**config.mk**
```make
export PLATFORM = sky130hd
export DESIGN_NAME = mux81_ser_flat
export DESIGN_NICKNAME = d
export VERILOG_FILES = /design/src/rtl/mux81_ser_if.sv /design/src/rtl/mux81_ser.sv /design/src/flat_wrapper.sv
export SDC_FILE = /design/constraint.sdc
export NUM_CORES = 1
export LEC_CHECK = 0
export ABC_AREA = 1
export CAP_MARGIN = 20
export CORE_MARGIN = 3
export CORE_UTILIZATION = 35
export CTS_BUF_LIST = sky130_fd_sc_hd__clkbuf_4 sky130_fd_sc_hd__clkbuf_8
export DETAILED_ROUTE_END_ITERATION = 7
export DONT_BUFFER_PORTS = 1
export MAX_ROUTING_LAYER = met4
export PLACE_DENSITY = 0.58
export SYNTH_ARGS = -nofsm -noshare
export SYNTH_HDL_FRONTEND = slang
export SYNTH_SLANG_ARGS = --single-unit
```
**constraint.sdc**
```tcl
create_clock -name clk -period 2.55 [get_ports clk]
set_clock_uncertainty 0.1 [all_clocks]
set_input_delay 0.51 -clock clk [delete_from_list [all_inputs] [get_ports clk]]
set_output_delay 0.51 -clock clk [all_outputs]
set_load 0.01 [all_outputs]
```
**src/rtl/mux81_ser_if.sv**
```systemverilog
// Bus bundle for mux81_ser: parallel-word valid/ready intake and the
// serialized {data, select} beat stream with its own valid/ready pair.
//   in_valid/in_ready/in_data : parallel word handshake (in_data bit k -> channel k)
//   out_valid/out_ready/o     : beat handshake, o = {data bit, channel select}
//   o_last                    : current beat is the final channel of the word
//   busy                      : a word is being serialized
interface mux81_ser_if #(
  parameter int unsigned CHANNELS = 8,
  parameter int unsigned SEL_W    = 3
);
  logic                in_valid;
  logic                in_ready;
  logic [CHANNELS-1:0] in_data;
  logic                out_valid;
  logic                out_ready;
  logic [SEL_W:0]      o;
  logic                o_last;
  logic                busy;

  // Producer of parallel words / consumer of beats.
  modport master (
    output in_valid, in_data, out_ready,
    input  in_ready, out_valid, o, o_last, busy
  );

  // The serializer itself.
  modport slave (
    input  in_valid, in_data, out_ready,
    output in_ready, out_valid, o, o_last, busy
  );
endinterface

```
**src/rtl/mux81_ser.sv**
```systemverilog
// Sequential 8:1 multiplexer/serializer. Takes one parallel word over a
// valid/ready handshake and emits it one channel per beat as {data, select},
// channel 0 first. A new word may be accepted on the last beat of the current
// one, so words stream with no bubble.
// Ports:
//   clk   : rising-edge clock
//   rst_n : asynchronous active-low reset
//   bus   : mux81_ser_if.slave (word intake, beat output, o_last, busy)
module mux81_ser #(
  parameter int unsigned CHANNELS = 8,
  parameter int unsigned SEL_W    = 3
) (
  input  logic         clk,
  input  logic         rst_n,
  mux81_ser_if.slave   bus
);

  localparam int unsigned O_W = SEL_W + 1;
  localparam logic [SEL_W-1:0] SEL_MAX = SEL_W'(CHANNELS - 1);

  typedef enum logic {
    IDLE = 1'b0,
    SEND = 1'b1
  } state_e;

  state_e              state_q, state_d;
  logic [CHANNELS-1:0] word_q, word_d;
  logic [SEL_W-1:0]    sel_q, sel_d;
  logic [O_W-1:0]      o_q, o_d;
  logic                o_last_q, o_last_d;

  logic                last_sel_c;
  logic                in_ready_c;
  logic [SEL_W-1:0]    sel_inc_c;

  // Word intake is open when idle, or on the final accepted beat of a word.
  always_comb begin
    last_sel_c = (sel_q == SEL_MAX);
    sel_inc_c  = sel_q + SEL_W'(1);
    in_ready_c = (state_q == IDLE) || (bus.out_ready && last_sel_c);
  end

  // Next-state and registered-output logic.
  always_comb begin
    state_d  = state_q;
    word_d   = word_q;
    sel_d    = sel_q;
    o_d      = o_q;
    o_last_d = o_last_q;

    unique case (state_q)
      IDLE: begin
        if (bus.in_valid) begin
          state_d  = SEND;
          word_d   = bus.in_data;
          sel_d    = '0;
          o_d      = {bus.in_data[0], {SEL_W{1'b0}}};
          o_last_d = 1'b0;
        end
      end
      SEND: begin
        if (bus.out_ready) begin
          if (!last_sel_c) begin
            sel_d    = sel_inc_c;
            o_d      = {word_q[sel_inc_c], sel_inc_c};
            o_last_d = (sel_inc_c == SEL_MAX);
          end else if (bus.in_valid) begin
            // Back-to-back: next word's channel 0 follows immediately.
            word_d   = bus.in_data;
            sel_d    = '0;
            o_d      = {bus.in_data[0], {SEL_W{1'b0}}};
            o_last_d = 1'b0;
          end else begin
            // o is zeroed so it never reflects stale data while idle.
            state_d  = IDLE;
            sel_d    = '0;
            o_d      = '0;
            o_last_d = 1'b0;
          end
        end
      end
      default: state_d = IDLE;
    endcase
  end

  // State and output registers.
  always_ff @(posedge clk or negedge rst_n) begin
    if (!rst_n) begin
      state_q  <= IDLE;
      word_q   <= '0;
      sel_q    <= '0;
      o_q      <= '0;
      o_last_q <= 1'b0;
    end else begin
      state_q  <= state_d;
      word_q   <= word_d;
      sel_q    <= sel_d;
      o_q      <= o_d;
      o_last_q <= o_last_d;
    end
  end

  assign bus.in_ready  = in_ready_c;
  assign bus.out_valid = (state_q == SEND);
  assign bus.busy      = (state_q == SEND);
  assign bus.o         = o_q;
  assign bus.o_last    = o_last_q;

endmodule

```
**src/flat_wrapper.sv**
```systemverilog
// flat-port wrapper written by rule: the top's interface ports become plain ports
module mux81_ser_flat 
#(
  parameter int unsigned CHANNELS = 8,
  parameter int unsigned SEL_W    = 3
)
  (clk, rst_n, bus_in_valid, bus_in_data, bus_out_ready, bus_in_ready, bus_out_valid, bus_o, bus_o_last, bus_busy);
  mux81_ser_if #(.CHANNELS(CHANNELS), .SEL_W(SEL_W)) bus_i ();
  input  logic clk;
  input  logic rst_n;
  input wire logic [$bits(bus_i.in_valid)-1:0] bus_in_valid;
  input wire logic [$bits(bus_i.in_data)-1:0] bus_in_data;
  input wire logic [$bits(bus_i.out_ready)-1:0] bus_out_ready;
  output wire logic [$bits(bus_i.in_ready)-1:0] bus_in_ready;
  output wire logic [$bits(bus_i.out_valid)-1:0] bus_out_valid;
  output wire logic [$bits(bus_i.o)-1:0] bus_o;
  output wire logic [$bits(bus_i.o_last)-1:0] bus_o_last;
  output wire logic [$bits(bus_i.busy)-1:0] bus_busy;
  assign bus_i.in_valid = bus_in_valid;
  assign bus_i.in_data = bus_in_data;
  assign bus_i.out_ready = bus_out_ready;
  assign bus_in_ready = bus_i.in_ready;
  assign bus_out_valid = bus_i.out_valid;
  assign bus_o = bus_i.o;
  assign bus_o_last = bus_i.o_last;
  assign bus_busy = bus_i.busy;
  mux81_ser #(.CHANNELS(CHANNELS), .SEL_W(SEL_W)) u_core (.clk(clk), .rst_n(rst_n), .bus(bus_i));
endmodule
```
==> impl_metrics.toml <==
[power]
pwr-share-seq = 0.443
combPwrFrac = 0.417
power_mw = 0.890
swShare = 0.412
leakagePower_nw = 0.411
internal_power_mw = 0.524
pwr-share-clk = 0.140
vdd_drop_max_v = 0.000502
power.density_mw_per_mm2 = 1130
switchingPower_mw = 0.366

[critical_path]
path_buf_inv = 0
critPathRequiredTime_ns = 1.94
cp_max_fo = 7
path_class = "reg2out"
r2r_slack_ns = 0.86
crit_cells = 4
worstSetupEndpointType = "output pin"
cp_top_family = "flip-flops"
startpoint_type = "flip-flop"
critPathSlowestCell = "dfrtp_1"
cp_data_arrival_time_ns = 1.39
rr_worst_depth = 7
crit_chain = "ha_1 -> ha_1 -> nand2_1 -> nand2_2"
max_stage_delay_ns = 0.49
crit_top_cell = "ha_1"

[clocking]
cts_max_level = 1
numCtsBuffers = 3
cts_tree = "yes"
cts_sinks = 14
insertion_delay_ns = 0.28
clk_pin_slew_ns = 0.08
post_cts_resized = 0
cts_root_buffer = "clkbuf_4"
cts_buffer_depth = 2

[timing]
hold_viol_final = 0
tns_ns = 0
fin_crit_sh = 0.785
grt_setup_unrepaired = "no"
tightest_slew_ns = 0.626
finalMaxSlewViolations = 0
max_clock_freq_ghz = 0.500
period_needed_ns = 2.00
finalSetupViolations = 0
slew_headroom = 0.581

[global_route]
grt_pass1_vias = 540
grt_pass1_wl_um = 2300
antenna_found_initial = 0
overflow = 0
grt_max_degree = 17
grt_use_total = 0.123

[hold_path]
worst_hold_path_type = "in2reg"
worstHoldPathCells = 2

[layout]
antenna_cells = 0
fillCellCount = 199
areaGrowthSynthToFinish_pct = 5.89
multi_input_area_sq_um = 303
nNetsFinal = 104
drive_gt1_frac = 0.195
regArea_sq_um = 350

[detailed_routing]
ant_nets = 0
drt_iter0_drc = 5
drt_first_pass_iters = 4
drc = 0
vias_per_cell = 4.75
wl_per_cell_um = 12.3
drt-total-wl_um = 1400
vias = 542

[synthesis]
synth_edf_count = 0
synthMostInstantiatedCell = "inv_1"
synth-seq-area-share = 0.471
netlist_top_cells_count = "inv_1 (17), dfrtp_1 (14), nand2_1 (14)"
yosysTopAreaCellShare = 0.471
synth_area_leaders = "dfrtp_1 (47%), a21oi_2 (9.4%), inv_1 (8.6%)"
avgSynthCellArea_sq_um = 8.74
ys_seq_elements = 14
yosysTopAreaCell = "dfrtp_1"
synth_ff_type = "dfrtp_1"
synth_cell_types = 17
synth_cells = 85
syn-cell-area_sq_um = 743
async_reset_ff_frac = 1.00
synth_nets = 100
yosysWarnings = 0

[run]
max-cap-violations = 0

[die]
rows = 16
start_util = 0.375
die_h_um = 52.1
die-area_sq_mm = 0.00271
coreArea_sq_mm = 0.00198
ios = 20
die_w_um = 52.1

[status]
status = "complete, no violations"

[placement]
io_buffers = 0
place.detailed.hpwl_um = 1090
gp_congestion = 0.775
## placed cells by master (no fill, tap or decap), drive strengths merged
cell type,netlist,final
a21oi,8,8
clkbuf,0,3
dfrtp,14,14
dlygate4sd3,0,1
ha,3,3
inv,18,18
nand2,16,16
nand3,8,8
nor2,9,9
o21ai,3,3
o22ai,3,3
o31ai,1,1
## stage by stage
stage | util | instance area (sq um) | hold slack (ns) | instances | setup WS [ns]
2_1_floorplan | - | 743 | 0.114 | 85 | 0.927
3_3_place_gp | 0.381 | 754 | 0.115 | 110 | 0.877
3_5_place_dp | 0.381 | 754 | 0.115 | 110 | 0.863
4_1_cts | 0.397 | 787 | 0.262 | 114 | 0.530
5_1_grt | 0.397 | 787 | 0.266 | 114 | 0.471
6_report | 0.397 | 787 | 0.274 | 114 | 0.549
## path summary, 6_finish.rpt
| check | endpoint | startpoint |
|---|---|---|
| min reg2reg | u_core.word_q[0]$_DFFE_PN0P_ | u_core.word_q[0]$_DFFE_PN0P_ |
| min | u_core.bus.busy$_DFF_PN0_ | bus_in_valid |
| max reg2reg | u_core.word_q[2]$_DFFE_PN0P_ | u_core.bus.o[0]$_DFFE_PN0P_ |
| max | bus_in_ready | u_core.bus.o[0]$_DFFE_PN0P_ |
| max in group asynchronous | u_core.bus.busy$_DFF_PN0_ | rst_n |
| min in group asynchronous | u_core.word_q[2]$_DFFE_PN0P_ | rst_n |
## kinds of logic after synthesis
family	Yosys count	share of synthesized area
AOI/OAI and AO/OA	15	0.160
adders and majority gates	3	0.0505
buffers and inverters	20	0.121
DFF	14	0.471
and+or+nand+nor	33	0.197
## layout make-up
| class | count | area share |
|---|---|---|
| inverters | 18 | 0.0859 |
| repair buffers | 1 | 0.0127 |
| multi-input cells | 51 | 0.385 |
| clock buffers | 3 | 0.0286 |
| well taps | 27 | 0.0429 |
| flip-flops and latches | 14 | 0.445 |
## sequential cells by signal (all words and copies together) (netlist names)
| signal | flops |
|---|---|
| u_core.word_q | 8 |
| u_core.bus.o | 4 |
| u_core.bus.busy | 1 |
| u_core.bus.o_last | 1 |
## repair_timing
action                                  CTS  global route
hold endpoints to repair                 14             0
hold buffers                              1             0
endpoints found under the setup margin    0             0
setup buffers                             0             0
## per-layer routing
| metal | wire length (um) | track usage | vias to the layer above |
|---|---|---|---|
| met3 | 42 | 0.0287 | 5 |
| met5 | 0 | - | - |
| met2 | 677 | 0.176 | 11 |
| li1 | - | - | 272 |
| met1 | 634 | 0.151 | 254 |
| met4 | 48 | 0.0917 | 0 |
## power groups by stage
stage          clock network (mW)  registers, mW  logic [mW]
2_1_floorplan                   0          0.385       0.309
3_3_place_gp                    0          0.400       0.357
3_5_place_dp                    0          0.401       0.366
4_1_cts                     0.132          0.396       0.375
5_1_grt                     0.139          0.407       0.431
6_report                    0.125          0.394       0.371
No activity file was read; power rests on OpenSTA's default activity.
